--- src/rtl/chain_access_ctrl.sv ---
// chain_access_ctrl: sequences distance/ordering chain dumps node by node with a rotating base index.
module chain_access_ctrl #(
  parameter int NODE_NUM  = 32,
  parameter int BASE_NUM  = 4,
  parameter int ORD_BEATS = 8,
  localparam int BIW = (BASE_NUM > 1) ? $clog2(BASE_NUM) : 1
) (
  input  logic           clk,
  input  logic           reset,
  input  logic           req_valid,
  input  logic           req_op,
  output logic           req_ready,
  input  logic           running,
  input  logic           abort,
  input  logic           out_ready,
  input  logic           ord_ready,
  output logic           distance_shift,
  output logic           ordering_read,
  output logic           chain_sel,
  output logic [BIW-1:0] base_id,
  output logic           busy,
  output logic           done
);
  localparam int NW  = $clog2(NODE_NUM);
  localparam int BTW = (ORD_BEATS > 2) ? $clog2(ORD_BEATS) : 1;
  localparam logic [NW-1:0]  N_ONE = 1;
  localparam logic [BTW-1:0] B_ONE = 1;
  localparam logic [BIW-1:0] I_ONE = 1;

  typedef enum logic [1:0] {IDLE, DIS, ORD, FIN} state_t;

  state_t         state_q, state_d;
  logic [NW-1:0]  node_q, node_d;
  logic [BTW-1:0] beat_q, beat_d;
  logic [BIW-1:0] base_q, base_d;
  logic           fire, beat_end;

  always_ff @(posedge clk or posedge reset) begin
    if (reset) begin
      state_q <= IDLE;
      node_q  <= '0;
      beat_q  <= '0;
      base_q  <= '0;
    end else begin
      state_q <= state_d;
      node_q  <= node_d;
      beat_q  <= beat_d;
      base_q  <= base_d;
    end
  end

  // pulses depend only on registered state and the gating inputs, never on req_valid
  assign distance_shift = (state_q == DIS) && out_ready && !abort;
  assign ordering_read  = (state_q == ORD) && out_ready && ord_ready && !abort;
  assign fire           = distance_shift || ordering_read;
  assign beat_end       = beat_q == ((state_q == ORD) ? BTW'(ORD_BEATS - 1) : B_ONE);
  assign chain_sel      = (state_q == DIS) ? ~beat_q[0] : (state_q == ORD) ? beat_q[BTW-1] : 1'b0;
  assign req_ready      = (state_q == IDLE) && !running && !abort;
  assign busy           = state_q != IDLE;
  assign done           = state_q == FIN;
  assign base_id        = base_q;

  always_comb begin
    state_d = state_q;
    node_d  = node_q;
    beat_d  = beat_q;
    base_d  = base_q;
    case (state_q)
      IDLE: if (req_valid && req_ready) begin
        state_d = req_op ? ORD : DIS;
        node_d  = '0;
        beat_d  = '0;
      end
      DIS, ORD: if (abort) begin
        state_d = FIN;
      end else if (fire) begin
        beat_d = beat_end ? '0 : beat_q + B_ONE;
        if (beat_end) begin
          node_d  = node_q + N_ONE;
          base_d  = (base_q == BIW'(BASE_NUM - 1)) ? '0 : base_q + I_ONE;
          state_d = (node_q == NW'(NODE_NUM - 1)) ? FIN : state_q;
        end
      end
      default: state_d = IDLE;
    endcase
  end
endmodule

--- config.mk ---
export PLATFORM = sky130hd
export DESIGN_NAME = chain_access_ctrl
export DESIGN_NICKNAME = d
export VERILOG_FILES = /design/src/rtl/chain_access_ctrl.sv
export SDC_FILE = /design/constraint.sdc
export NUM_CORES = 1
export LEC_CHECK = 0
export CAP_MARGIN = 20
export CORE_ASPECT_RATIO = 1.25
export CORE_MARGIN = 10
export CORE_UTILIZATION = 45
export CTS_CLUSTER_DIAMETER = 40
export DETAILED_ROUTE_END_ITERATION = 10
export PLACE_DENSITY = 0.69
export SYNTH_ARGS = -nofsm -noshare
export SYNTH_HDL_FRONTEND = slang
export SYNTH_SLANG_ARGS = --single-unit
--- constraint.sdc ---
create_clock -name clk -period 2.2 [get_ports clk]
set_input_delay 0.44 -clock clk [delete_from_list [all_inputs] [get_ports clk]]
set_output_delay 0.44 -clock clk [all_outputs]
set_load 0.05 [all_outputs]
Yosys cells after proc, flatten, opt, wreduce, memory -nomap -nowiden
Cells that the tools add are included.
W data, S select, Z words.
{"block": "totals", "reg_bits": 12, "word_cells": 62, "inputBits": 8, "output_inout_bits": 8}
{"block": "classes", "add_sub_neg": 3, "mux": 21, "eq_ne": 13, "bitwise_logic": 2, "n_reduce_logical": 19}
{"operator": "$mux W5", "n": 4}
{"operator": "$mux W3", "n": 5}
{"operator": "$mux W2", "n": 7}
{"operator": "$reduce_and A4 Y1", "n": 3}
{"operator": "$pmux W5 S2", "n": 1}
{"operator": "$ne A3 B3 Y1 const B", "n": 3}
{"operator": "$logic_and A1 B1 Y1", "n": 8}
{"operator": "$eq A2 B2 Y1 const B", "n": 3}
{"operator": "$ne A2 B2 Y1 const B", "n": 3}
{"operator": "$pmux W3 S2", "n": 1}
{"operator": "$add A5 B1 Y5 const B", "n": 1}
{"operator": "$eq A5 B5 Y1 const B", "n": 1}
{"operator": "$reduce_and A5 Y1", "n": 1}
{"operator": "$pmux W2 S2", "n": 1}
{"operator": "$reduce_bool A2 Y1", "n": 2}
{"operator": "$add A3 B1 Y3 const B", "n": 1}
{"operator": "$eq A3 B3 Y1", "n": 1}
{"operator": "$add A2 B1 Y2 const B", "n": 1}
{"operator": "$eq A2 B1 Y1 const B", "n": 1}
{"operator": "$logic_not A1 Y1", "n": 2}
{"operator": "$logic_not A2 Y1", "n": 1}
{"operator": "$mux W1", "n": 2}
{"operator": "$ne A2 B1 Y1 const B", "n": 1}
{"operator": "$not A1 Y1", "n": 2}
{"operator": "other kinds (2)", "n": 2}

Longest topological paths before layout
Gate-level depths: netlist of run 1.
{"block": "logic_depth", "word_depth": 8, "ltp_mapped": 7, "ltp_nobuf": 6}

Least setup slack after synthesis of run 1
No wires, ideal clock.
{"block": "synth_timing", "path_kind": "register to output", "from": "register state_q[0]", "to": "output req_ready", "t_arrival_ps": 2346, "slack_ps": -586, "required_ps": 1760, "path_stages_with_launch": 6, "cell_sequence": "dfrtp_1 inv_1 ha_1 clkbuf_1 inv_1 nor3_1"}
{"block": "synth_via", "elab_chain_cells": 3}
{"item": "start: declaration", "line": "32", "rtl": "state_t state_q, state_d;"}
{"item": "start signal: assignment", "line": "45", "rtl": "state_q <= state_d;"}
{"item": "$logic_not A2 Y1", "line": "58", "rtl": "assign req_ready = (state_q == IDLE) && !running && !abort;"}
{"item": "$logic_and A1 B1 Y1 (2 in a row)", "line": "58"}
{"item": "end: declaration", "line": "12", "rtl": "output logic req_ready,"}
No other way between the ends.

Final worst setup path of run 1
{"block": "layout_timing", "from": "register state_q[0]", "to": "register base_q[1], in the netlist base_id[1]"}
{"block": "layout_via", "elab_chain_cells": 6, "elab_cells_between_ends": 12, "cone_classes": "3 x eq/ne; 1 x mux; 8 x reduce/logical"}
{"item": "parallel branches: the longest is 5 deep, another holds $mux W3"}
{"item": "$reduce_and A4 Y1 (no source line) (*)"}
{"item": "end signal: assignment", "line": "48", "rtl": "base_q <= base_d;"}
{"item": "end: declaration", "line": "35", "rtl": "logic [BIW-1:0] base_q, base_d;"}
Every way passes the cells marked *.
A chain may end at the register's enable or synchronous reset.

==> results.ini, run 1 <==
[outcome]
status = completed

[clock_network]
cts.repair.resized = 0
post_cts_buffers = 0
htreeDepth = 1
cts_tree = done
cts_root_buf = clkbuf_4
cts-buffers-inserted = 3
cts.sinks = 12
clk_pin_slew_worst_paths_ns = 0.08
cts_buffer_depth = 2
clk_latency_ns = 0.29
cts_hold_buf = 0

[drt]
ant_nets = 0
wl_met2_um = 1323
avgRoutedWirePerCell_um = 16.24
vias_per_cell = 5.891
met1_length_um = 1046
firstDrtPassIters = 4
drt-initial-drc-count = 39
via_count = 919
top_layer = met4
wl_met3_um = 103
drc = 0
postRouteWirelength_um = 2533

[floorplan]
start_util_pct = 48.13
rows = 18
die_w_um = 61.41
die_height_um = 71.77
io_pins = 16
dieArea_sq_um = 4407
core_sq_um = 2004

[synthesis]
synth_warnings = 0
yosysMostFrequentCell = dfrtp_1
postSynthCellCount = 109
synth_top_cell_by_area = dfrtp_1
ys_seq_elements = 12
yosys.cell_types.count = 36
yosysTopAreaCellShare_pct = 31.13
seq_area_frac_synth_pct = 31.13
synth-main-ff-cell = dfrtp_1
synthArstFlopShare_pct = 100.0
synthTopCellsByArea = dfrtp_1 31%, ha_1 12%, nand3_1 5.2%
mappedNetlistArea_sq_um = 964.7
syn_avg_cell_area_sq_um = 8.850
syn-num-nets = 126
synth_edf_count = 0
synthTopCellsByCount = 12 x dfrtp_1, 10 x nand3_1, 9 x ha_1, 8 x inv_1, 8 x nor2_1

[timing]
post-route-period-util_pct = 94.62
holdWs_ns = 0.4640
worst_slack_ns = 0.1183
worstMarginPinSlew_ns = 0.4944
maxSlewHeadroom_pct = 66.81
fin_skew_ns = 0.005833
finalHoldViolations = 0
slew_violations = 0
rsz0062_at_grt = no
setup-violations-final = 0
max_freq_mhz = 480.4
finalCriticalPeriod_ns = 2.082
setup_tns_ns = 0

[worst_setup_path]
worst_path_max_delay_cell = a211oi_4
cp.arrival_ns = 2.25
critPathRequiredTime_ns = 2.37
r2r_slack_ns = 0.12
cp_max_fo = 6
crit_path_max_incr_delay_ns = 0.46
crit_chain = inv_1, ha_1, or3_4, a211oi_4, nand2_4, mux2_4
start_kind = register
end_kind = register
crit_family = simple AND/OR/NAND/NOR gates
critical_path_buf_inv_count = 1
path_class = reg -> reg

[finish]
fillers = 156
drive_gt1_share_pct = 23.53
fin_nets = 154
n_antenna_cell = 0
area_growth_pct = 35.02
fin_cells = 156

[global_routing]
antenna_found_initial = 0
grt_pass1_vias = 942
grt-ovfl-total = 0
grt_pass1_wl_um = 4126
grtUsageTotal_pct = 12.16
grt_max_degree = 14

[pwr]
ir_drop_mv = 0.6480
cellLeakagePower_nw = 0.6118
power_mw = 1.766
p_per_area_nw_per_um2 = 1356

[placed_design]
dp.cells = 152
numPortBuffers = 15
hpwl_um = 2001
post-place-ws_ns = 0.08231
routabilityCongestion = 0.8449

[flow_run]
cap_viol_max_count = 0

[worst_hold_path]
hold_path.class = in -> async

==> logic make-up (layout without fill, tap and decap cells) <==
kind of cell / after synthesis / in the layout / share of synthesized area [%]
AND/OR/NAND/NOR: 46 / 46 / 27.11
AO/OA/AOI/OAI: 26 / 26 / 18.81
flip-flops: 12 / 12 / 31.13
buffers and inverters: 10 / 37 / 3.891
adder cells (fa/ha/maj): 9 / 9 / 11.67
multiplexers: 6 / 6 / 7.393
==> sequential cells by signal, summed over array words and instances, names as in the netlist <==
name and flops:
base_id 2, beat_q 3, node_q 5, state_q 2
==> where the power goes <==
part	internal (mW)	switching [mW]
Clock	0.101	0.0818
Combinational	0.507	0.714
Sequential	0.291	0.0718
Total	0.899	0.867
==> worst paths after layout <==
path | from | endpoint | depth (start not counted)
max | state_q[0] | base_id[1] | 6
min reg2reg | base_id[1] | base_id[1] | 1
min in group clk | base_id[1] | base_id[1] | 1
min | reset | beat_q[0] | 2
max reg2reg | state_q[0] | base_id[1] | 6
max in group asynchronous | reset | base_id[1] | 2
==> metal layers <==
layer,global-route usage (%),vias to the layer above
met5,0,-
met4,6.468,0
met3,2.646,5
met2,22.17,24
met1,12.11,434
li1,-,456
==> worst register-to-register path: cells and delay by family (launching register included) <==
kind            cells  cell delay, ns
mux                 1            0.30
buf+inv             1            0.08
flops               1            0.37
compound gates      1            0.46
simple gates        2            0.50
fa+ha+maj           1            0.26
==> area by class of cell <==
class	count	area, sq um	area share [%]
clock buffer	4	36.28	2.786
sequential	12	300.3	23.05
inverter	8	30.03	2.305
tap	20	25.02	1.921
timing repair buffer	25	272.8	20.94
multi-input combinational	87	638.1	48.99
==> metrics by stage <==
step | util [%] | instance area [sq um]
after global placement | 63.17 | 1266
after CTS | 64.98 | 1303
after detailed placement | 63.17 | 1266
after global routing | 64.98 | 1303
final | 64.98 | 1303
after floorplan | - | 975.9
==> layout by cell type (no fill, tap or decap), drive strengths merged, types with 2 or more instances in the layout <==
| master | n |
|---|---|
| buf | 16 |
| dfrtp | 12 |
| nand3 | 10 |
| ha | 9 |
| clkdlybuf4s50 | 9 |
| inv | 8 |
| nor2 | 8 |
| o21ai | 7 |
| a21oi | 6 |
| nand2 | 6 |
| nand4 | 4 |
| and3 | 4 |
| o211ai | 4 |
| clkbuf | 4 |
| mux2i | 3 |
| nand2b | 3 |
| mux2 | 3 |
| a21o | 3 |
| nor3 | 2 |
No activity file was read; power rests on OpenSTA's default activity.
==> run 2, diff against run 1 <==
==> constraint.sdc (replaced) <==
create_clock -name clk -period 2 [get_ports clk]
set_input_delay 0.4 -clock clk [delete_from_list [all_inputs] [get_ports clk]]
set_output_delay 0.4 -clock clk [all_outputs]
set_load 0.05 [all_outputs]
==> run 2 against run 1 <==
Effect of this change:
- core utilization rose by 3.3 points
- global-route usage fell by 0.78 points
- sequential power rose by 10%
- power rose by 16%
- register-to-register slack barely moved
- die area did not move
- worst setup slack got worse by 0.044 ns
- combinational power rose by 19%
- flip-flop and latch count did not move
- critical endpoint is now req_ready
==> results.ini, run 2 (same netlist as run 1, synthesis figures left out) <==
[worst_setup_path]
crit_path_max_incr_delay_ns = 0.41  ; -0.05 ns
ff2ff_path_depth = 7  ; +1
critical_path_buf_inv_count = 4  ; +3
critPathRequiredTime_ns = 1.60  ; -0.77 ns
path_class = reg -> out
cp.arrival_ns = 1.53  ; -0.72 ns
cp-startpoint = state_q[1]
timing.rr.start = state_q[0]
worstSetupEndpoint = req_ready
worst_path_max_delay_cell = dfrtp_1
crit_chain = buf_4, inv_4, ha_4, clkinvlp_4, nor3_4, buf_12
cp_num_cells = 6  ; unchanged
crit_family = buffers and inverters
start_kind = register
end_kind = primary output
cp_max_fo = 3  ; -3
r2r_slack_ns = 0.12  ; about the same
r2r_end = base_id[0]

[placed_design]
post-place-ws_ns = -0.1054  ; -0.1878 ns
dp.cells = 154  ; +1.3%
post_dp_cell_area_sq_um = 1272  ; +0.49%
hpwl_um = 1915  ; -4.3%
routabilityCongestion = 0.8237  ; -2.5%
numPortBuffers = 15  ; unchanged

[drt]
drc = 0  ; unchanged
firstDrtPassIters = 6  ; +2
vias_per_cell = 6.000  ; +1.8%
avgRoutedWirePerCell_um = 15.34  ; -5.6%
via_count = 966  ; +5.1%
ant_nets = 0  ; unchanged
drt-initial-drc-count = 38  ; -2.6%
postRouteWirelength_um = 2469  ; -2.5%

[timing]
fin_skew_ns = 0.007186  ; +0.001353 ns
setup-violations-final = 0  ; unchanged
maxSlewHeadroom_pct = 66.80  ; about the same
worstMarginPinSlew_ns = 0.4965  ; +0.002043 ns
rsz0062_at_grt = no
finalHoldViolations = 0  ; unchanged
max_freq_mhz = 519.3
finalCriticalPeriod_ns = 1.926
post-route-period-util_pct = 96.28
worst_slack_ns = 0.07436  ; -0.04395 ns
holdWs_ns = 0.4359  ; -0.02810 ns
slew_violations = 0  ; unchanged

[finish]
regMostFlops = node_q
multi_input_area_sq_um = 669.4  ; +4.9%
fin_nets = 159  ; +3.2%
regArea_sq_um = 300.3  ; unchanged
finalInstanceArea_sq_um = 1369  ; +5.1%
n_antenna_cell = 0  ; unchanged
most-common-layout-cells = 16 x buf_4, 12 x dfrtp_1, 10 x nand3_1
layout_commonest_cell = buf_4
area_growth_pct = 41.89
fin_cells = 161  ; +3.2%
fillers = 166  ; +6.4%
reg.largest.list = node_q: 5 flops, beat_q: 3 flops
drive_gt1_share_pct = 31.21  ; +7.7 points
largest_reg_flops = 5  ; unchanged

[pwr]
p_per_area_nw_per_um2 = 1500  ; +11%
power_mw = 2.053  ; +16%
ir_drop_mv = 0.8698  ; +34%
cellLeakagePower_nw = 0.6290  ; +2.8%

[floorplan]
rows = 18  ; unchanged
io_pins = 16  ; unchanged
core_sq_um = 2004  ; unchanged
dieArea_sq_um = 4407  ; unchanged
start_util_pct = 48.13  ; unchanged
die_height_um = 71.77  ; unchanged
die_w_um = 61.41  ; unchanged

[global_routing]
grt-ovfl-total = 0  ; unchanged
grtUsageTotal_pct = 11.38  ; -0.78 points
grt_pass1_vias = 924  ; -1.9%
grt_max_degree = 13  ; -1
antenna_found_initial = 0  ; unchanged
grt_pass1_wl_um = 3939  ; -4.5%

[clock_network]
clk_pin_slew_worst_paths_ns = 0.08  ; about the same
cts_tree = done
cts_root_buf = clkbuf_4
cts_hold_buf = 0  ; unchanged
cts_buffer_depth = 2  ; unchanged
clk_latency_ns = 0.28  ; about the same
cts-buffers-inserted = 3  ; unchanged
cts.sinks = 12  ; unchanged
htreeDepth = 1  ; unchanged

[outcome]
status = completed

[worst_hold_path]
hold_path.class = in -> async

[flow_run]
cap_viol_max_count = 0  ; unchanged

[run 2: metrics by stage]
| stage | utilization [%] | setup TNS (ns) |
|---|---|---|
| after detailed placement | 63.48 | -0.3488 |
| final | 68.29 | 0 |
| after global placement | 63.48 | -0.2365 |
| after global routing | 68.29 | 0 |
| after floorplan | - | 0 |
| after CTS | 66.23 | -0.04398 |
[run 2: timing repair]
action,in CTS,in global routing
endpoints found under the setup margin,4,10
setup buffers,2,1
pin swaps,1,2
cloned,0,0
gates resized for setup,1,9
endpoints found under the hold margin,0,0
[run 2: worst min-delay path by stage]
| stage | from | endpoint | slack, ns | cells after the start |
|---|---|---|---|---|
| detailed placement | base_id[1] | base_id[1] | 0.53 | 1 |
| global placement | base_id[1] | base_id[1] | 0.52 | 1 |
| CTS | reset | state_q[1] | 0.45 | 2 |
| finish | reset | state_q[1] | 0.44 | 2 |
| global route | reset | state_q[1] | 0.47 | 2 |
| floorplan | reset | base_id[0] | 0.26 | 1 |
[run 2: final cells by class]
| cell class | count | area share [%] |
|---|---|---|
| tap | 20 | 1.828 |
| clock buffer | 4 | 2.651 |
| multi-input combinational | 87 | 48.90 |
| inverter | 8 | 2.651 |
| timing repair buffer | 30 | 22.03 |
| sequential | 12 | 21.94 |
[run 2: worst register-to-register path, stage by stage (launching register included)]
cell	delay (ns)
dfrtp_1	0.37
inv_2	0.07
ha_2	0.21
or3_4	0.38
a211oi_4	0.21
buf_6	0.16
nand2_4	0.06
mux2_4	0.30
[run 2: power breakdown]
group	switching [mW]	internal, mW	total [mW]	leakage [nW]
clock network	0.0894	0.111	0.200	0.0210
registers	0.0812	0.320	0.401	0.160
logic	0.811	0.641	1.45	0.448
total	0.982	1.07	2.05	0.629
[run 2: metal layers]
metal  wire length [um]  GRT usage (%)  up-vias  part of all wire [%]
met5                  0              0        -                     0
met4                 49          5.224        0                   2.0
met3                125          2.646        7                   5.1
met2               1236          19.75       20                    50
met1               1057          12.46      470                    43
li1                   -              -      469                     -
